--- src/rtl/tft_rgb_frame_monitor.sv ---
// tft_rgb_frame_monitor: recovers TFT RGB frame geometry and per-frame pixel-class statistics.
// Define TFT_FRAME_MONITOR_CHECKSUM_EN to add a per-frame 32-bit pixel checksum output.
module tft_rgb_frame_monitor #(
    parameter bit SYNC_ACTIVE_LOW = 1'b1,
    parameter bit USE_DCLK        = 1'b1,
    parameter int TIMEOUT_PIX     = 1048575,
    parameter int CNT_W           = 20
) (
    input  logic             clk,
    input  logic             rst,
    input  logic [7:0]       R,
    input  logic [7:0]       G,
    input  logic [7:0]       B,
    input  logic             den,
    input  logic             hsync,
    input  logic             vsync,
    input  logic             dclk,
    output logic             locked,
    output logic             frame_valid,
    output logic [11:0]      active_w,
    output logic [10:0]      active_h,
    output logic [11:0]      h_total,
    output logic [CNT_W-1:0] red_cnt,
    output logic [CNT_W-1:0] black_cnt,
    output logic [CNT_W-1:0] other_cnt,
    output logic             err_len,
    output logic             err_sync,
    output logic             err_timeout
`ifdef TFT_FRAME_MONITOR_CHECKSUM_EN
    ,
    output logic [31:0]      checksum
`endif
);
    localparam int TW = $clog2(TIMEOUT_PIX + 1);
    typedef enum logic {IDLE, MEASURE} state_t;
    state_t state;
    logic dclk_q, stb, hs, vs, hs_q, vs_q, den_q, hs_edge, vs_edge, den_fall;
    logic is_red, is_blk, keep, cnt_pix, to_hit, first_run;
    logic [11:0] run_cnt, run_w, hsync_cnt, ht_acc, run_base, run_nx, run_w_nx, ht_nx;
    logic [10:0] lines, lines_nx;
    logic [CNT_W-1:0] red_a, blk_a, oth_a, red_s, blk_s, oth_s;
    logic [CNT_W-1:0] red_b, blk_b, oth_b, red_nx, blk_nx, oth_nx, red_sn, blk_sn, oth_sn;
    logic el_acc, es_acc, el_nx, es_nx;
    logic [TW-1:0] timeout_cnt, timeout_nx;
`ifdef TFT_FRAME_MONITOR_CHECKSUM_EN
    logic [31:0] cs_a, cs_s, cs_nx, cs_sn;
`endif
    assign stb      = USE_DCLK ? (dclk & ~dclk_q) : 1'b1;
    assign hs       = hsync ^ SYNC_ACTIVE_LOW;
    assign vs       = vsync ^ SYNC_ACTIVE_LOW;
    assign hs_edge  = hs & ~hs_q;
    assign vs_edge  = vs & ~vs_q;
    assign den_fall = den_q & ~den;
    assign is_red   = (R == 8'hFF) && (G == 8'h00) && (B == 8'h00);
    assign is_blk   = (R == 8'h00) && (G == 8'h00) && (B == 8'h00);
    assign to_hit   = (state == MEASURE) & ~vs_edge & (timeout_cnt == TW'(TIMEOUT_PIX - 1));
    // keep: strobe continues the current frame; otherwise accumulators restart from zero
    assign keep     = (state == MEASURE) & ~vs_edge & ~to_hit;
    assign cnt_pix  = (vs_edge | keep) & den;

    always_comb begin
        first_run  = den_fall & (lines == 11'd0);
        run_base   = keep ? run_cnt : 12'd0;
        run_nx     = cnt_pix ? run_base + 12'(~&run_base) : 12'd0;
        run_w_nx   = first_run ? run_cnt : run_w;
        lines_nx   = den_fall ? lines + 11'(~&lines) : lines;
        el_nx      = el_acc | (den_fall & ~first_run & (run_cnt != run_w));
        ht_nx      = hs_edge ? hsync_cnt : ht_acc;
        es_nx      = es_acc | (hs_edge & den);
        // snapshots at each den fall exclude a run still open when the frame closes
        red_sn     = den_fall ? red_a : red_s;
        blk_sn     = den_fall ? blk_a : blk_s;
        oth_sn     = den_fall ? oth_a : oth_s;
        red_b      = keep ? red_a : '0;
        blk_b      = keep ? blk_a : '0;
        oth_b      = keep ? oth_a : '0;
        red_nx     = red_b + CNT_W'(cnt_pix & is_red & ~&red_b);
        blk_nx     = blk_b + CNT_W'(cnt_pix & is_blk & ~&blk_b);
        oth_nx     = oth_b + CNT_W'(cnt_pix & ~is_red & ~is_blk & ~&oth_b);
        timeout_nx = keep ? timeout_cnt + TW'(1) : '0;
`ifdef TFT_FRAME_MONITOR_CHECKSUM_EN
        cs_sn      = den_fall ? cs_a : cs_s;
        cs_nx      = (keep ? cs_a : 32'd0) + (cnt_pix ? {8'd0, R, G, B} : 32'd0);
`endif
    end

    always_ff @(posedge clk or posedge rst) begin
        if (rst) begin
            state       <= IDLE;
            dclk_q      <= 1'b0;
            hs_q        <= 1'b0;
            vs_q        <= 1'b0;
            den_q       <= 1'b0;
            locked      <= 1'b0;
            frame_valid <= 1'b0;
            err_timeout <= 1'b0;
            hsync_cnt   <= '0;
            run_cnt     <= '0;
            run_w       <= '0;
            lines       <= '0;
            ht_acc      <= '0;
            el_acc      <= 1'b0;
            es_acc      <= 1'b0;
            red_a       <= '0;
            blk_a       <= '0;
            oth_a       <= '0;
            red_s       <= '0;
            blk_s       <= '0;
            oth_s       <= '0;
            timeout_cnt <= '0;
            active_w    <= '0;
            active_h    <= '0;
            h_total     <= '0;
            red_cnt     <= '0;
            black_cnt   <= '0;
            other_cnt   <= '0;
            err_len     <= 1'b0;
            err_sync    <= 1'b0;
`ifdef TFT_FRAME_MONITOR_CHECKSUM_EN
            cs_a        <= '0;
            cs_s        <= '0;
            checksum    <= '0;
`endif
        end else begin
            dclk_q      <= dclk;
            frame_valid <= stb & (state == MEASURE) & vs_edge;
            err_timeout <= stb & to_hit;
            if (stb) begin
                hs_q        <= hs;
                vs_q        <= vs;
                den_q       <= den;
                hsync_cnt   <= hs_edge ? 12'd1 : hsync_cnt + 12'(~&hsync_cnt);
                run_cnt     <= run_nx;
                run_w       <= keep ? run_w_nx : '0;
                lines       <= keep ? lines_nx : '0;
                ht_acc      <= keep ? ht_nx : '0;
                el_acc      <= keep & el_nx;
                es_acc      <= keep & es_nx;
                red_a       <= red_nx;
                blk_a       <= blk_nx;
                oth_a       <= oth_nx;
                red_s       <= keep ? red_sn : '0;
                blk_s       <= keep ? blk_sn : '0;
                oth_s       <= keep ? oth_sn : '0;
                timeout_cnt <= timeout_nx;
`ifdef TFT_FRAME_MONITOR_CHECKSUM_EN
                cs_a        <= cs_nx;
                cs_s        <= keep ? cs_sn : '0;
`endif
                if (vs_edge) begin
                    state  <= MEASURE;
                    locked <= 1'b1;
                end else if (to_hit) begin
                    state  <= IDLE;
                    locked <= 1'b0;
                end
                if ((state == MEASURE) & vs_edge) begin
                    active_w  <= run_w_nx;
                    active_h  <= lines_nx;
                    h_total   <= ht_nx;
                    red_cnt   <= red_sn;
                    black_cnt <= blk_sn;
                    other_cnt <= oth_sn;
                    err_len   <= el_nx;
                    err_sync  <= es_nx;
`ifdef TFT_FRAME_MONITOR_CHECKSUM_EN
                    checksum  <= cs_sn;
`endif
                end
            end
        end
    end
endmodule
--- config.mk ---
export PLATFORM = sky130hd
export DESIGN_NAME = tft_rgb_frame_monitor
export DESIGN_NICKNAME = d
export VERILOG_FILES = /design/src/rtl/tft_rgb_frame_monitor.sv
export SDC_FILE = /design/constraint.sdc
export NUM_CORES = 1
export LEC_CHECK = 0
export ABC_AREA = 1
export BUFFER_PORTS_ARGS = -buffer_cell sky130_fd_sc_hd__clkbuf_2
export CAP_MARGIN = 0
export CORE_MARGIN = 5
export CORE_UTILIZATION = 45
export CTS_CLUSTER_SIZE = 28
export DETAILED_ROUTE_END_ITERATION = 6
export SYNTH_ARGS = -nofsm -noshare
export SYNTH_HDL_FRONTEND = slang
export SYNTH_SLANG_ARGS = --single-unit
--- constraint.sdc ---
create_clock -name clk -period 27.6 [get_ports clk]
set_input_delay 1.38 -clock clk [delete_from_list [all_inputs] [get_ports clk]]
set_output_delay 1.38 -clock clk [all_outputs]
set_load 0.01 [all_outputs]
==> flow_summary.json <==
{
  "final_net_count": 1967,
  "drt_pass1_iterations": 5,
  "groute.usage.overall": 0.194,
  "critPathArrivalTime_ns": 4.48,
  "final_setup_violation_count": 0,
  "drt_iter0_drc": 749,
  "ys_async_sr_fraction": 1.00,
  "synth_sequential_area_ratio": 0.516,
  "yosys_register_bits": 305,
  "timing.hold.ws_ns": 0.474,
  "critical_path_peak_fanout": 27,
  "power_frac_clock": 0.390,
  "netSwitchingPower_uw": 351,
  "timing.critical_path.slowest_cell_delay_ns": 0.62,
  "cts_sinks": 305,
  "floorplan.core_area_sq_um": 32500,
  "timing.final.hold_violations": 0,
  "finalWorstPathRequiredPeriod_ns": 4.07,
  "min-delay-path-class": "reg2reg",
  "critPathSlowestCell": "nor2_4",
  "area_growth_pct": 14.6,
  "layout_commonest_cell": "nand2_1",
  "combinationalPowerShare": 0.166,
  "crit_type": "in2reg",
  "mappedNetlistArea_sq_um": 14800,
  "cts-resized-gates": 0,
  "area.sequential_sq_um": 7630,
  "antenna-diode-count": 0,
  "clk_pin_slew_worst_setup_hold_paths_ns": 0.06,
  "post-route-drc-count": 0,
  "timing_worst_slew_pin_value_ns": 1.05,
  "port_buffers": 129,
  "globalRoute.busiestLayer": "met2",
  "wl_per_cell_um": 14.7,
  "netlist_instances": 1824,
  "critPathMostFrequentCell": "nand2_1",
  "groute.layer.met3.usage": 0.0296,
  "stdcell_area_sq_um": 16900,
  "antenna_violating_nets_post_route": 0,
  "die_span_x_um": 191,
  "share_of_the_synthesized_area_in_the_top_cell_type": 0.516,
  "yosys_most_used_dff": "dfrtp_1",
  "gp_routability_congestion": 0.848,
  "p_seq_frac": 0.444,
  "io_pins": 130,
  "status": "finished clean",
  "cts.root.buffer_cell": "clkbuf_16",
  "final_layout_size_suffix_gt1_frac": 0.127,
  "die_area_sq_um": 36600,
  "ctsHtreeMaxLevel": 2,
  "cts_max_path_buffers": 3,
  "worstPathCellList": "clkbuf_2, nor2_4, nor2_8, inv_2, nor2_4, o21ai_0, inv_1, nand2_1, a21oi_1, ha_1, ha_1, nand2_1, nor2_2, nand3_1, nor2_1, nand3_1, nand2_1, inv_1",
  "top_cells_by_area_synth": "dfrtp_1, nand2_1, o21ai_0",
  "placedInstanceArea_sq_um": 15700,
  "worst_r2r_startpoint": "timeout_cnt[0]$_DFFE_PP0P_",
  "placement_rows": 66,
  "synth_fp_nets": 1870,
  "internal-power_uw": 891,
  "place_ws_ns": 23.03,
  "leakage_uw": 0.00824,
  "grt_pass1_wl_mm": 59.1,
  "die_y_um": 191,
  "wl_mm": 35.1,
  "first_global_vias": 11636,
  "fin_setup_tns_ns": 0,
  "vias": 12079,
  "sw_frac_of_total": 0.283,
  "setup.reg_to_reg.worst_slack_ns": 23.96,
  "tritoncts.num_buffers": 35,
  "max_cap_viol_count": 0,
  "finalCritPeriodShare": 0.148,
  "rsz_0062_raised_after_global_routing": "no",
  "n_fill_cell": 3143,
  "mostFrequentLayoutCells": "nand2_1, dfrtp_1, o21ai_0",
  "synth_enable_flop_cells": 0,
  "final_core_util": 0.522,
  "fmaxAchievable_mhz": 245,
  "critPathCaptureType": "register",
  "grt.met2_usage": 0.311,
  "final-max-slew-violation-count": 0,
  "post-cts-setup-buffers": 0,
  "yosys_warnings": 0,
  "grt_start_max_net_pins": 128,
  "path_buf_inv": 4,
  "cts_tree": "yes",
  "synth_top_area_cell": "dfrtp_1",
  "min_from": "active_h[0]$_DFFE_PP0P_",
  "cp_top_family": "simple AND/OR/NAND/NOR gates",
  "critical_path.startpoint": "vsync",
  "multi_input_gate_area_in_the_final_layout_sq_um": 5910,
  "antenna_found_initial": 0,
  "routed_via_density": 5.06,
  "groute.layer.met1.usage": 0.280,
  "timing.max_slew.rel_slack": 0.297,
  "power.density_cell_area_nw_per_um2": 73.4,
  "peakVddDrop_mv": 0.0365,
  "hpwl_mm": 23.1,
  "syn_avg_cell_area_sq_um": 8.10,
  "worst_slack_ns": 23.53,
  "clock_skew_ns": 0.00719,
  "crit_path_start_kind": "input port",
  "insertion_delay_ns": 0.51,
  "initial_utilization": 0.455,
  "synth.distinct_cells": 41,
  "gr-total-overflow": 0,
  "ctsHoldBuffers": 0,
  "worst-endpoint-required_ns": 28.00
}
==> power by group through the flow <==
stage / combinational [uW] / sequential [uW] / clock, uW
after detailed placement: 211 / 559 / 0
after CTS: 212 / 552 / 497
after global placement: 207 / 558 / 0
after global routing: 240 / 561 / 513
after floorplan: 117 / 572 / 0
final: 207 / 552 / 484
==> stage by stage <==
step	power, uW	std cells
6_report	1240	2389
5_1_grt	1310	2389
4_1_cts	1260	2389
3_5_place_dp	771	2326
3_3_place_gp	765	2326
2_1_floorplan	689	1824
==> logic make-up (layout without fill, tap and decap cells) <==
group,Yosys count,count (layout),share of synthesized area
compound gates,351,351,0.124
xor+xnor,55,55,0.0326
flops,305,305,0.516
simple gates,784,784,0.229
buf+inv,313,436,0.0847
fa+ha+maj,16,16,0.0135
==> tightest hold or removal path, cell delays in order, from the launching register on <==
cell     delay [ns]
dfrtp_1        0.34
nand2_1        0.06
nand2_1        0.05
==> final timing paths <==
kind	end	depth (start not counted)
min reg2reg	active_h[0]$_DFFE_PP0P_	2
max in group asynchronous	black_cnt[16]$_DFFE_PP0P_	4
min	active_h[0]$_DFFE_PP0P_	2
max reg2reg	blk_a[16]$_DFFE_PP0P_	22
min in group asynchronous	run_w[9]$_DFFE_PP0P_	2
max	oth_a[16]$_DFFE_PP0P_	18
==> flip-flops by register name, summed over array words and instances, names as in the netlist, 11 cells and up <==
register     cells
active_h        11
active_w        12
black_cnt       20
blk_a           20
blk_s           20
h_total         12
hsync_cnt       12
ht_acc          12
lines           11
oth_a           20
oth_s           20
other_cnt       20
red_a           20
red_cnt         20
red_s           20
run_cnt         12
run_w           12
timeout_cnt     20
==> synthesized netlist by cell type (all sizes together), types with 12 or more instances <==
| library cell | count |
|---|---|
| buf | 31 |
| nand4 | 45 |
| nor2 | 170 |
| clkbuf | 50 |
| inv | 231 |
| o21ai | 270 |
| a21oi | 27 |
| nor4 | 12 |
| nand3 | 58 |
| dfrtp | 305 |
| xor2 | 44 |
| o22ai | 48 |
| nand2 | 458 |
| nor3 | 31 |
| ha | 16 |
==> layer usage <==
metal  share of wire  up-vias  wire [um]
met3           0.048       52       1670
li1                -     6075          -
met4           0.019        0        652
met2            0.45      235      15800
met5               0        -          0
met1            0.48     5717      17000
==> layout make-up <==
class / instances / area share
sequential: 305 / 0.451
multi-input combinational: 1206 / 0.349
clock buffer: 53 / 0.0641
inverter: 232 / 0.0521
timing repair buffer: 141 / 0.0435
tap: 442 / 0.0327
clock inverter: 10 / 0.00806
Note: power is estimated with default switching activity, not from simulation.
